$ cat config.mk
export PLATFORM = sky130hd
export DESIGN_NAME = truth_table_sweeper
export DESIGN_NICKNAME = d
export VERILOG_FILES = /design/src/rtl/tt_pkg.sv /design/src/rtl/tt_settle_timer.sv /design/src/rtl/truth_table_sweeper.sv
export SDC_FILE = /design/constraint.sdc
export NUM_CORES = 1
export LEC_CHECK = 0
export CAP_MARGIN = 0
export CORE_MARGIN = 8
export CORE_UTILIZATION = 50
export CTS_CLUSTER_SIZE = 28
export DETAILED_ROUTE_END_ITERATION = 12
export PLACE_DENSITY = 0.93
export SLEW_MARGIN = 15
export SYNTH_ARGS = -nofsm -noshare
export SYNTH_HDL_FRONTEND = slang
export SYNTH_HIERARCHICAL = 1
export SYNTH_SLANG_ARGS = --single-unit
$ cat constraint.sdc
create_clock -name clk -period 4.1 [get_ports clk]
set_input_delay 1.23 -clock clk [delete_from_list [all_inputs] [get_ports clk]]
set_output_delay 1.23 -clock clk [all_outputs]
set_load 0.005 [all_outputs]
$ cat src/rtl/tt_pkg.sv
// Shared definitions for the truth-table sweeper: FSM state encoding and defaults.
package tt_pkg;

  typedef enum logic [1:0] {
    IDLE   = 2'd0,
    APPLY  = 2'd1,
    SAMPLE = 2'd2,
    DONE   = 2'd3
  } tt_state_e;

  localparam int unsigned DEFAULT_SETTLE = 1;

endpackage

$ cat src/rtl/tt_settle_timer.sv
// Settle-window timer: cleared by load, advances while count is high, and
// flags the cycle on which the SETTLE-th counting cycle is reached.
module tt_settle_timer #(
  parameter int unsigned SETTLE = 1
) (
  input  logic clk,
  input  logic reset,
  input  logic load,
  input  logic count,
  output logic expire
);

  localparam int unsigned W = $clog2(SETTLE + 1);
  localparam logic [W-1:0] LAST = W'(SETTLE - 1);
  localparam logic [W-1:0] ONE  = W'(1);

  logic [W-1:0] cnt_q;

  always_ff @(posedge clk) begin
    if (reset) begin
      cnt_q <= '0;
    end else if (load) begin
      cnt_q <= '0;
    end else if (count) begin
      cnt_q <= cnt_q + ONE;
    end
  end

  assign expire = count && (cnt_q == LAST);

endmodule

$ cat src/rtl/truth_table_sweeper.sv
// Clocked exhaustive sweep of an N_IN-bit input space, comparing two
// implementations per vector and recording mismatch count and first bad vector.
module truth_table_sweeper
  import tt_pkg::*;
#(
  parameter int unsigned N_IN   = 2,
  parameter int unsigned N_OUT  = 1,
  parameter int unsigned SETTLE = DEFAULT_SETTLE
) (
  input  logic              clk,
  input  logic              reset,
  input  logic              start,
  output logic [N_IN-1:0]   vec,
  input  logic [N_OUT-1:0]  out_a,
  input  logic [N_OUT-1:0]  out_b,
  output logic              sample_vld,
  output logic              sample_match,
  output logic              busy,
  output logic              done,
  output logic              pass,
  output logic [N_IN:0]     mismatch_cnt,
  output logic [N_IN-1:0]   first_bad,
  output logic              first_bad_vld
);

  localparam logic [N_IN-1:0] VEC_ONE = N_IN'(1);
  localparam logic [N_IN:0]   CNT_ONE = (N_IN + 1)'(1);

  tt_state_e         state_q;
  logic [N_IN-1:0]   vec_q;
  logic [N_IN:0]     mismatch_cnt_q;
  logic [N_IN-1:0]   first_bad_q;
  logic              first_bad_vld_q;

  logic              start_ok;
  logic              in_sample;
  logic              match;
  logic              timer_expire;

  assign start_ok  = start && ((state_q == IDLE) || (state_q == DONE));
  assign in_sample = (state_q == SAMPLE);
  assign match     = (out_a == out_b);

  // Counter restarts both when a sweep is accepted and when leaving SAMPLE.
  tt_settle_timer #(
    .SETTLE (SETTLE)
  ) u_settle_timer (
    .clk    (clk),
    .reset  (reset),
    .load   (start_ok || in_sample),
    .count  (state_q == APPLY),
    .expire (timer_expire)
  );

  always_ff @(posedge clk) begin
    if (reset) begin
      state_q         <= IDLE;
      vec_q           <= '0;
      mismatch_cnt_q  <= '0;
      first_bad_q     <= '0;
      first_bad_vld_q <= 1'b0;
    end else begin
      case (state_q)
        IDLE, DONE: begin
          if (start) begin
            state_q         <= APPLY;
            vec_q           <= '0;
            mismatch_cnt_q  <= '0;
            first_bad_q     <= '0;
            first_bad_vld_q <= 1'b0;
          end
        end
        APPLY: begin
          if (timer_expire) begin
            state_q <= SAMPLE;
          end
        end
        SAMPLE: begin
          if (!match) begin
            mismatch_cnt_q <= mismatch_cnt_q + CNT_ONE;
            if (!first_bad_vld_q) begin
              first_bad_q     <= vec_q;
              first_bad_vld_q <= 1'b1;
            end
          end
          // Sweep ends at all-ones; vec holds its final value in DONE.
          if (vec_q == '1) begin
            state_q <= DONE;
          end else begin
            vec_q   <= vec_q + VEC_ONE;
            state_q <= APPLY;
          end
        end
        default: state_q <= IDLE;
      endcase
    end
  end

  assign vec           = vec_q;
  assign sample_vld    = in_sample;
  assign sample_match  = in_sample && match;
  assign busy          = (state_q == APPLY) || (state_q == SAMPLE);
  assign done          = (state_q == DONE);
  assign pass          = (state_q == DONE) && (mismatch_cnt_q == '0);
  assign mismatch_cnt  = mismatch_cnt_q;
  assign first_bad     = first_bad_q;
  assign first_bad_vld = first_bad_vld_q;

endmodule

==> results.json <==
{
  "synthMuxAreaShare_pct": 5.79,
  "synth_area_per_cell_um2": 8.87,
  "initial_core_util_pct": 53.2,
  "finalSetupViolations": 0,
  "status": "finished clean",
  "cp-start-kind": "input port",
  "drv_slew": 0,
  "drv_cap": 0,
  "grt_overflow_total": 0,
  "root_buffer": "clkbuf_4",
  "area.growth.synth_to_final_pct": 30.0,
  "tightest_slew_ns": 0.632,
  "dpl.hpwl_mm": 1.23,
  "ys_ff_latch": 11,
  "critical-path-top-delay-family": "buffers and inverters",
  "diodes": 0,
  "fin_crit_sh_pct": 95.4,
  "p_int_mw": 0.217,
  "tritoncts": "built",
  "routed_via_density": 5.43,
  "worstReg2RegEnd": "first_bad[0]",
  "grt_use_total_pct": 12.2,
  "path_max_fanout": 3,
  "cts_resized": 0,
  "reg2reg_depth": 6,
  "postRouteAntennaNets": 0,
  "final.setup.worst_slack_ns": 0.187,
  "synth_ff_type": "dfxtp_1",
  "seq_area_frac_synth_pct": 31.8,
  "worstHoldPathType": "reg -> reg",
  "p_per_area_nw_per_um2": 372,
  "path_clk_slew_ns": 0.07,
  "routed_wl_mm": 1.65,
  "antenna_found_initial": 0,
  "synth_top_family_by_area": "simple AND/OR/NAND/NOR gates",
  "holdCritStartpoint": "first_bad[1]",
  "hold_depth": 2,
  "async_flop_share_pct": 0,
  "critical_path.max_stage_delay_ns": 0.50,
  "ioPinCount": 18,
  "required_ns": 2.87,
  "grt_pass1_wl_mm": 2.63,
  "crit_type": "in -> out",
  "fmax_ghz": 0.256,
  "synth_area_um2": 692,
  "clkSinkCount": 11,
  "fp.dieH_um": 53.2,
  "netlist-cell-type-count": 26,
  "switchingPower_mw": 0.117,
  "r2r_slack_ns": 2.08,
  "power.leakage_nw": 0.355,
  "avgRoutedWirePerCell_um": 14.7,
  "skew_ns": 0.00200,
  "yosysWarnings": 6,
  "cp.buffers_inverters": 2,
  "tns_ns": 0,
  "r2r-start": "state_q[0]",
  "crit_path_end_kind": "output pin",
  "grt_max_degree": 18,
  "power_frac_comb_pct": 40.0,
  "syn-instance-count": 78,
  "die_w_um": 53.2,
  "clockBufferDepth": 2,
  "synth_compound_area_share_pct": 16.6,
  "ir_drop_uv": 234,
  "fin_crit_ns": 3.91,
  "row_count": 13,
  "synth_edf_count": 0,
  "coreArea_um2": 1300,
  "finalHoldViolCount": 0,
  "rsz0062_at_grt": "false",
  "pwr-share-clk_pct": 22.9,
  "die-area_um2": 2830,
  "numCtsBuffers": 3,
  "switching_share_pct": 35.0,
  "relSlewSlack_pct": 57.8,
  "yosys.area_share.simple_pct": 24.4,
  "insertion_delay_ns": 0.27,
  "synthXorXnorAreaFrac_pct": 2.53,
  "h-tree-depth": 1,
  "min_to": "first_bad[1]",
  "post-place-ws_ns": 0.179,
  "drtIter0Drc": 8,
  "route.detailed.drc": 0,
  "cp_cell_sequence": "clkdlybuf4s50_1 -> xnor2_1 -> and2_1 -> clkdlybuf4s50_1",
  "gp_congestion": 0.747,
  "slowest_stage": "clkdlybuf4s50_1",
  "cts_hold_buffers": 0,
  "synth_fa_ha_area_share_pct": 14.5,
  "timing.critical_path.mode_cell": "clkdlybuf4s50_1",
  "worstPathArrival_ns": 2.68,
  "cts_setup_buffers": 0,
  "dr_total_vias": 608,
  "grt_pass1_vias": 610,
  "finalNetCount": 111,
  "layout-drive-gt1-share_pct": 8.25,
  "syn_nets": 91,
  "seq_power_share_pct": 37.1,
  "portBuffers": 17,
  "dr.pass1.iters": 4
}
-- worst max path at each step --
stage | start | end | slack [ns] | cells after the start
after global routing | out_b | sample_match | 0.11 | 4
final | out_b | sample_match | 0.19 | 4
after floorplan | out_b | sample_match | 1.13 | 2
after global placement | out_b | sample_match | 0.20 | 4
after CTS | out_b | sample_match | 0.17 | 4
after detailed placement | out_b | sample_match | 0.18 | 4
-- power groups by stage --
stage,Sequential [mW],Combinational (mW),Clock (mW)
2_1_floorplan,0.124,0.0968,0
3_3_place_gp,0.125,0.128,0
3_5_place_dp,0.126,0.133,0
4_1_cts,0.124,0.133,0.0782
5_1_grt,0.125,0.146,0.0813
6_report,0.124,0.134,0.0765
-- worst register-to-register path, cell delays in order, from the launching register on --
cell and delay, ns:
dfxtp_1 0.42, inv_1 0.10, ha_1 0.43, and2_1 0.30, a2111oi_4 0.36, mux2i_1 0.24
nor2_1 0.05
-- logic make-up after synthesis --
| logic type | count (synthesis) |
|---|---|
| AO/OA/AOI/OAI | 15 |
| XOR/XNOR | 2 |
| adder cells (fa/ha/maj) | 8 |
| buffers and inverters | 8 |
| flip-flops | 11 |
| multiplexers | 4 |
| AND/OR/NAND/NOR | 30 |
-- synth_stat cells, types with 3 or more instances --
cell type,n,share of area (%)
nor2_1,9,4.9
ha_1,8,14
nand2_1,3,1.6
inv_1,6,3.3
nand2b_1,4,3.6
and2_1,5,4.5
mux2i_1,4,5.8
o21ai_0,3,2.2
dfxtp_1,11,32
a21oi_1,6,4.3
-- registers in the layout (all words and copies together), names as in the netlist --
signal                cells
vec                       2
first_bad_vld             1
u_settle_timer/cnt_q      1
state_q                   2
first_bad                 2
mismatch_cnt              3
-- layout by cell type (no fill, tap or decap) --
cell type,Yosys,final
and2b_4,1,1
nor3_2,1,1
o21ai_0,3,3
and2b_2,1,1
nor3_1,1,1
nand3b_1,2,2
nand4b_1,1,1
nand3_1,2,2
clkbuf_4,0,3
a21o_1,1,1
nand2_1,3,3
a2111oi_4,1,1
mux2i_1,4,4
ha_1,8,8
a211oi_1,1,1
a31oi_1,1,1
nand2b_1,4,4
nor2_1,9,9
a221oi_1,1,1
a211oi_2,1,1
a21oi_1,6,6
dfxtp_1,11,11
xnor2_1,2,2
and2_1,5,5
inv_1,6,6
clkdlybuf4s50_1,0,17
clkbuf_1,1,1
-- through the flow --
step / power [mW] / util, % / cells / hold WS [ns] / instance area [um2]
6_report: 0.335 / 69.1 / 112 / 0.497 / 900
5_1_grt: 0.353 / 69.1 / 112 / 0.523 / 900
4_1_cts: 0.335 / 69.1 / 112 / 0.502 / 900
3_5_place_dp: 0.259 / 67.1 / 108 / 0.485 / 873
3_3_place_gp: 0.253 / 67.1 / 108 / 0.484 / 873
2_1_floorplan: 0.221 / - / 78 / 0.485 / 692
-- per-layer routing --
metal / routed length, um / track usage [%]
met3: 58 / 2.24
met5: 0 / 0
met2: 875 / 22.7
met1: 693 / 12.4
met4: 23 / 6.30
-- layout make-up --
class | count | area [um2]
fill | 103 | 402
tap | 15 | 18.8
sequential | 11 | 220
clock buffer | 4 | 26.3
inverter | 6 | 22.5
multi-input combinational | 59 | 442
timing repair buffer | 17 | 170
Note: power is estimated with default switching activity, not from simulation.
